[config.mk]
export PLATFORM = sky130hd
export DESIGN_NAME = l2_mem_pg_seq
export DESIGN_NICKNAME = d
export VERILOG_FILES = /design/src/rtl/l2_mem_pg_seq.sv
export SDC_FILE = /design/constraint.sdc
export NUM_CORES = 1
export LEC_CHECK = 0
export ABC_CLOCK_PERIOD_IN_PS = 2700
export CORE_MARGIN = 4
export CORE_UTILIZATION = 53
export CTS_CLUSTER_DIAMETER = 200
export DETAILED_ROUTE_END_ITERATION = 7
export PLACE_DENSITY = 0.8
export SYNTH_ARGS = -nofsm -noshare
export SYNTH_HDL_FRONTEND = slang
export SYNTH_SLANG_ARGS = --single-unit
[constraint.sdc]
create_clock -name i_clk -period 2.7 [get_ports i_clk]
set_input_delay 0.405 -clock i_clk [delete_from_list [all_inputs] [get_ports i_clk]]
set_output_delay 0.405 -clock i_clk [all_outputs]
set_load 0.01 [all_outputs]
[src/rtl/l2_mem_pg_seq.sv]
// ============================================================================
// Module      : l2_mem_pg_seq
// Description : Staggered SRAM power-group sequencer (ON / RET / OFF) with
//               per-group prn acknowledge timeout supervision.
// Revision    : 1.0 - initial release
// ============================================================================
`default_nettype none

module l2_mem_pg_seq #(
  parameter int N_GROUPS  = 4,
  parameter int STAGGER_W = 8,
  parameter int TIMEOUT_W = 16
) (
  input  logic                  i_clk,
  input  logic                  i_rst,
  input  logic                  i_req_valid,
  output logic                  o_req_ready,
  input  logic [1:0]            i_req_mode,
  input  logic [N_GROUPS-1:0]   i_req_mask,
  input  logic [STAGGER_W-1:0]  i_stagger_cycles,
  input  logic [TIMEOUT_W-1:0]  i_timeout_cycles,
  output logic [N_GROUPS-1:0]   o_ret,
  output logic [N_GROUPS-1:0]   o_pde,
  input  logic [N_GROUPS-1:0]   i_prn,
  output logic [2*N_GROUPS-1:0] o_grp_state,
  output logic                  o_busy,
  output logic                  o_done,
  output logic                  o_err
);

  localparam int IDX_W = (N_GROUPS > 1) ? $clog2(N_GROUPS) : 1;
  localparam int CNT_W = (STAGGER_W > TIMEOUT_W) ? STAGGER_W : TIMEOUT_W;

  localparam logic [1:0] c_mode_on  = 2'd0;
  localparam logic [1:0] c_mode_ret = 2'd1;
  localparam logic [1:0] c_mode_ill = 2'd3;

  typedef enum logic [2:0] {
    ST_IDLE = 3'd0,
    ST_SCAN = 3'd1,
    ST_WAIT = 3'd2,
    ST_GAP  = 3'd3,
    ST_DONE = 3'd4
  } state_t;

  state_t                  r_state;
  state_t                  w_state_nxt;
  logic [1:0]              r_mode;
  logic [N_GROUPS-1:0]     r_mask;
  logic [CNT_W-1:0]        r_stagger;
  logic [CNT_W-1:0]        r_timeout;
  logic [CNT_W-1:0]        r_cnt;
  logic [IDX_W-1:0]        r_sel;
  logic [N_GROUPS-1:0]     r_ret;
  logic [N_GROUPS-1:0]     r_pde;
  logic [2*N_GROUPS-1:0]   r_grp_state;
  logic                    r_ready;
  logic                    r_busy;
  logic                    r_done;
  logic                    r_err;

  logic [N_GROUPS-1:0]     w_pending;
  logic [IDX_W-1:0]        w_sel_nxt;
  logic                    w_prn_match;
  logic                    w_load;
  logic                    w_sel_load;
  logic                    w_cnt_clr;
  logic                    w_cnt_inc;
  logic                    w_set_err;

  // Lowest-index pending group wins: scan downward so the last hit is the lowest.
  always_comb begin
    w_pending = '0;
    w_sel_nxt = '0;
    for (int g = 0; g < N_GROUPS; g++) begin
      w_pending[g] = r_mask[g] & (r_grp_state[2*g +: 2] != r_mode);
    end
    for (int g = N_GROUPS - 1; g >= 0; g--) begin
      if (w_pending[g]) begin
        w_sel_nxt = IDX_W'(g);
      end
    end
  end

  assign w_prn_match = (i_prn[r_sel] == (r_mode == c_mode_on));

  always_ff @(posedge i_clk) begin
    if (i_rst) begin
      r_state <= ST_IDLE;
    end else begin
      r_state <= w_state_nxt;
    end
  end

  always_comb begin
    w_state_nxt = r_state;
    w_load      = 1'b0;
    w_sel_load  = 1'b0;
    w_cnt_clr   = 1'b0;
    w_cnt_inc   = 1'b0;
    w_set_err   = 1'b0;
    case (r_state)
      ST_IDLE: begin
        if (i_req_valid) begin
          w_load      = 1'b1;
          w_state_nxt = (i_req_mode == c_mode_ill) ? ST_DONE : ST_SCAN;
        end
      end
      ST_SCAN: begin
        if (w_pending == '0) begin
          w_state_nxt = ST_DONE;
        end else begin
          w_sel_load  = 1'b1;
          w_cnt_clr   = 1'b1;
          w_state_nxt = ST_WAIT;
        end
      end
      ST_WAIT: begin
        if (w_prn_match) begin
          if (r_stagger == '0) begin
            w_state_nxt = ST_SCAN;
          end else begin
            w_cnt_clr   = 1'b1;
            w_state_nxt = ST_GAP;
          end
        end else if (r_cnt == r_timeout) begin
          w_set_err   = 1'b1;
          w_state_nxt = ST_DONE;
        end else begin
          w_cnt_inc = 1'b1;
        end
      end
      ST_GAP: begin
        w_cnt_inc = 1'b1;
        if (r_cnt == r_stagger - CNT_W'(1)) begin
          w_state_nxt = ST_SCAN;
        end
      end
      ST_DONE: begin
        w_state_nxt = ST_IDLE;
      end
      default: begin
        w_state_nxt = ST_IDLE;
      end
    endcase
  end

  always_ff @(posedge i_clk) begin
    if (i_rst) begin
      r_mode      <= c_mode_on;
      r_mask      <= '0;
      r_stagger   <= '0;
      r_timeout   <= '0;
      r_cnt       <= '0;
      r_sel       <= '0;
      r_ret       <= '0;
      r_pde       <= '0;
      r_grp_state <= '0;
      r_ready     <= 1'b1;
      r_busy      <= 1'b0;
      r_done      <= 1'b0;
      r_err       <= 1'b0;
    end else begin
      r_ready <= (w_state_nxt == ST_IDLE);
      r_busy  <= (w_state_nxt != ST_IDLE);
      r_done  <= (w_state_nxt == ST_DONE);
      if (w_load) begin
        r_mode    <= i_req_mode;
        r_mask    <= i_req_mask;
        r_stagger <= CNT_W'(i_stagger_cycles);
        r_timeout <= CNT_W'(i_timeout_cycles);
        r_err     <= (i_req_mode == c_mode_ill);
      end
      if (w_set_err) begin
        r_err <= 1'b1;
      end
      if (w_cnt_clr) begin
        r_cnt <= '0;
      end else if (w_cnt_inc) begin
        r_cnt <= r_cnt + CNT_W'(1);
      end
      if (w_sel_load) begin
        r_sel <= w_sel_nxt;
        for (int g = 0; g < N_GROUPS; g++) begin
          if (w_sel_nxt == IDX_W'(g)) begin
            r_ret[g]             <= (r_mode == c_mode_ret);
            r_pde[g]             <= (r_mode != c_mode_on);
            r_grp_state[2*g +: 2] <= r_mode;
          end
        end
      end
    end
  end

  assign o_req_ready = r_ready;
  assign o_busy      = r_busy;
  assign o_done      = r_done;
  assign o_err       = r_err;
  assign o_ret       = r_ret;
  assign o_pde       = r_pde;
  assign o_grp_state = r_grp_state;

endmodule

`default_nettype wire

# Yosys cells after proc, flatten, opt, wreduce, memory -nomap -nowiden
# Cells that the tools add are included.
[totals]
regBits = 71
out_inout_bits = 20
elab_cells = 89
[classes]
addsub = 2
order_cmp = 1
n_eq_ne = 16
mux = 29
bitwise_logic = 4
reduce_logical = 14
[ops]
columns = ["cell", "n"]
rows = [
  ["equality test 16 bit", 2],
  ["two-way mux 3 bit", 6],
  ["adder 16 x 1 -> 16 bit, second input constant", 1],
  ["logical NOT 16 bit", 1],
  ["two-way mux 1 bit", 14],
  ["case mux 3 bit (4 select lines)", 1],
  ["two-way mux 2 bit", 5],
  ["subtractor 8 x 1 -> 9 bit, second input constant", 1],
  ["!= test 2 bit", 4],
  ["AND reduction 2 bit", 4],
  ["equality test 2 bit, second input constant", 3],
  ["equality test 3 x 2 -> 1 bit, second input constant", 2],
  ["logical NOT 3 bit", 2],
  ["bitwise AND 1 bit", 4],
  ["equality test 2 x 1 -> 1 bit, second input constant", 2],
  ["logical NOT 2 bit", 2],
  ["logical NOT 4 bit", 1],
  ["case mux 1 bit (2 select lines)", 2],
  ["nonzero test 2 bit", 2],
  ["equality test 3 x 1 -> 1 bit, second input constant", 1],
  ["equality test 3 bit, second input constant", 1],
  ["< comparator 2 x 3 -> 1 bit, second input constant", 1],
  ["nonzero test 3 bit", 1],
  ["binary-select mux 1 bit (select 2 bit)", 1],
  ["2 further kinds", 2],
]

# Depth between registers and ports, before layout
[depth]
ltp_word = 8
ltp_mapped = 9
ltp_nobuf = 8

# Least setup slack after synthesis
# Ideal clock, no wire load.
[synth_path]
path_kind = "reg-to-reg"
from = "register r_stagger[0]"
to = "register r_state[1]"
setup_ns = 0.138
arrival_ns = 2.107
t_required_ns = 2.562
setup_slack_ns = 0.455
path_stages_with_launch = 6
path_buffers = 0
cell_sequence = "dfxtp_1 -> or4_4 -> or4_1 -> or3_1 -> a2111oi_1 -> o32ai_1"
[synth_between]
elab_chain_len = 4
elab_cells_between_ends = 7
cone_classes = "1 x add/sub; 1 x eq/ne; 4 x mux; 1 x reduce/logical"
[synth_lines]
columns = ["element", "line", "source"]
rows = [
  ["from (decl)", "50", "logic [CNT_W-1:0] r_stagger;"],
  ["from (signal assigned)", "170", "r_stagger <= CNT_W'(i_stagger_cycles);"],
  ["subtractor 8 x 1 -> 9 bit / logical NOT 16 bit (equally long branches)", "135, 120", ""],
  ["equality test 16 bit / two-way mux 2 bit (equally long branches)", "135, 120", ""],
  ["two-way mux 3 bit, on equally long branches", "135, 119", ""],
  ["case mux 3 bit (4 select lines) (*)", "102", "case (r_state)"],
  ["to (signal assigned)", "91", "r_state <= w_state_nxt;"],
  ["to (decl)", "46", "state_t r_state;"],
]
# Every way passes the cells marked *; elsewhere a longest branch is shown, timed or not.
# A chain may end at the register's enable or synchronous reset.

# Worst setup path after layout
# Ends and elaborated chain as after synthesis.

==> summary.txt <==
Status
  – Status: completed

Setup path
  – Crit end category: register
  – Worst endpoint required time: roughly 2.9 ns
  – Crit-path max FO: 5
  – Worst Path Buf+Inv: 1
  – Critical Path AT: 2.69 ns
  – Crit path launch: r_stagger[0]
  – Cell Chain, Critical Path: or4_4, or4_1, or3_1, a2111oi_1, buf_4, o32ai_1
  – CP peak stage delay: about 0.56 ns
  – R2r startpoint: r_stagger[0]
  – CP Class: register to register
  – CP max stage cell: or4_4
  – Delay-heaviest family, CP: simple AND/OR/NAND/NOR gates
  – Setup crit start kind: register

Timing
  – Skew final: a little over 0.008 ns
  – Unrepaired setup endpoints after global routing: no
  – Final Max Slew Viols: 0
  – Min setup slack post-route: about 0.22 ns
  – Final hold violations: 0
  – Hold WS: 0.4630 ns
  – Minimum clock period: 2.484 ns
  – Final worst path period share: 0.9200
  – Setup violators final: 0
  – Worst slew pin tran: roughly 0.56 ns
  – Achievable Freq: 402.6 MHz
  – Slew HR: 0.6272

Layout
  – Share of cells above drive strength 1: 0.1010
  – Diode count: 0
  – Area Overhead vs Synth: 27.10%
  – Layout Cells excl Fill: between 500 and 600
  – Nets@finish: about 530
  – Fin util: 0.6906

Clock tree
  – Post-CTS setup buffer count: 0
  – Hold Buf Count CTS: 0
  – CTS tree: yes
  – Clock buffer depth: 2
  – Clk sink count: 71
  – H-tree depth: 3
  – Clock-pin slew on the worst setup and hold paths: 0.07 ns
  – CTS buffer count: 9
  – Clock latency on the worst-skew pair: 0.34 ns
  – Root buffer cell: clkbuf_8

Die
  – Chip width: 88.46 um
  – # IOs: 57
  – Num rows: 29
  – Core area: 6314 um2
  – Die footprint: approximately 7800 um2
  – Starting Density: 0.5434
  – Die height: 88.46 um

Yosys
  – Post-synthesis mux area share: 0.05033
  – Synth unique cells: 49
  – Top cell type's share of synthesized area: 0.4143
  – Mapped Cells: around 430
  – Warnings from Yosys: 0
  – Compound-Gate Fraction of Synth Area: 0.1444
  – Simple-gate share of the synthesized area: 0.2531
  – Avg Cell Area, Syn: about 8.0 um2
  – Largest family of logic cells by synthesized area: simple AND/OR/NAND/NOR gates
  – Top_reg_cell synth: dfxtp_1
  – Async SR Flop Fraction: 0
  – XOR/XNOR Fraction of Synth Area: 0.09701
  – Syn nets: 466
  – EDFF count, synth: 0
  – Register area share after synthesis: 0.4143
  – Seq cells post-synth: 71
  – Mapped cell area: 3431 um2
  – Synth top area cells: dfxtp_1 (41%), nand2_1 (9.1%), xor2_1 (7.7%), a21oi_1 (7.1%), mux2i_1 (4.4%)
  – Dominant cell type by area after synthesis: dfxtp_1
  – Post-Synth Adder-Cell Area: 0.007294

Placed design
  – Port Buf Inserts: 56
  – Gpl congestion: 0.9378
  – DPL Wire Length: between 6000 and 7000 um
  – DP Worst Slack: -0.01455 ns
  – Placed insts: approximately 560

Detailed routing
  – Remaining DRCs: 0
  – DRT iter0 DRCs: 260
  – Vias per std cell: 5.715
  – Routed Antenna Nets: 0
  – Detailed Routing Iterations Pass 1: 5
  – WL/cell: 15.43 um
  – DRT Wirelength: just under 9000 um
  – Vias: 3269

Pwr
  – Power Density: 543.5 nW/um2
  – VDD IR-drop max: about 0.00043 V
  – Lkg Pwr: 1.760 nW

Global route
  – Pin count of the biggest net entering global routing: 57
  – Total grt overflow: 0
  – Initial antenna violation count: 0
  – First-pass GRT wire length: 14550 um
  – Vias in the first global route: 3133
  – Overall routing resource usage: 0.2404

Worst hold path
  – Hold Path Class: register to register
  – Hold wc startpoint: r_mask[3]

Run
  – Max_cap viols: 0
-- worst paths after layout --
path	endpoint	slack, ns	cells past startpoint
worst min register to register	r_mask[3]	0.46	2
worst max register to register	r_state[1]	0.22	6
worst max-delay path	r_state[1]	0.22	6
worst min-delay path	r_mask[3]	0.46	2
-- sequential cells by signal, indices dropped and copies added (netlist names) --
signal,flops
r_cnt,16
r_state,3
o_grp_state,8
o_err,1
o_pde,4
o_req_ready,1
r_mode,2
r_sel,2
r_mask,4
o_ret,4
r_stagger,8
o_busy,1
r_timeout,16
o_done,1
-- per-layer routing --
metal / vias up / GRT usage / part of all wire
li1: 1606 / - / -
met1: 1529 / 0.3036 / 0.43
met2: 109 / 0.3841 / 0.49
met3: 25 / 0.05680 / 0.062
met4: 0 / 0.1209 / 0.021
met5: - / 0 / 0
-- stage by stage --
stage	area [um2]	total power [mW]	TNS (ns)
after floorplan	3431	1.381	0
after global placement	4154	1.528	0
after detailed placement	4154	1.541	-0.01455
after CTS	4352	2.384	0
after global routing	4360	2.482	0
final	4360	2.370	0
-- cell usage after synthesis (2+ instances only) --
cell type / instances
a21oi_1: 49
a31o_2: 2
a31oi_1: 2
a41oi_1: 2
buf_2: 2
clkbuf_1: 23
dfxtp_1: 71
ha_1: 2
inv_1: 4
mux2i_1: 15
nand2_1: 83
nand2b_1: 2
nand3_1: 9
nand3b_1: 2
nand4_1: 9
nor2_1: 36
nor2b_1: 2
nor3_1: 8
nor3b_1: 2
nor4_1: 8
o211ai_1: 2
o21a_1: 2
o21ai_0: 13
o21ai_1: 2
o31a_1: 2
or2_2: 3
or3_1: 10
or4_1: 3
xnor2_1: 8
xor2_1: 30
-- logic make-up after synthesis --
group / after synthesis
xor gates and xnor gates: 38
DFF: 71
AOI/OAI and AO/OA: 85
buffers and inverters: 30
and+or+nand+nor: 185
muxes: 16
adders and majority gates: 2
-- final cells by class --
cell class,count,area (um2)
fillers,521,1953
multi-input cells,326,1909
flip-flops and latches,71,1421
repair buffers,78,720.7
clock buffers,11,141.4
well taps,77,96.34
clock inverters,5,56.30
inverters,4,15.01
-- power breakdown --
group          internal [mW]  total (mW)  switching (mW)
clock                  0.452       0.846           0.394
sequential              1.09        1.14          0.0468
combinational          0.183       0.386           0.203
-- placed cells by master (no fill, tap or decap), types with 3 or more instances in the layout --
cell type,Yosys,final
a21oi_1,49,48
buf_4,0,22
clkbuf_8,0,10
clkdlybuf4s50_1,0,55
dfxtp_1,71,71
inv_1,4,4
mux2i_1,15,15
nand2_1,83,83
nand3_1,9,9
nand4_1,9,9
nor2_1,36,36
nor3_1,8,8
nor4_1,8,8
o21ai_0,13,13
or2_2,3,3
or3_1,10,10
or4_1,3,3
xnor2_1,8,8
xor2_1,30,30
-- timing repair --
item / in CTS / in global routing
setup endpoints to repair: 0 / 4
resized for setup: 0 / 2
hold endpoints to repair: 0 / 0
-- worst reg2reg max path: cells and delay by family (launching register included) --
family          cells  cell delay [ns]
flops               1             0.35
compound gates      2             0.46
simple gates        3             1.36
buf+inv             1             0.18
Note: power is estimated with default switching activity, not from simulation.
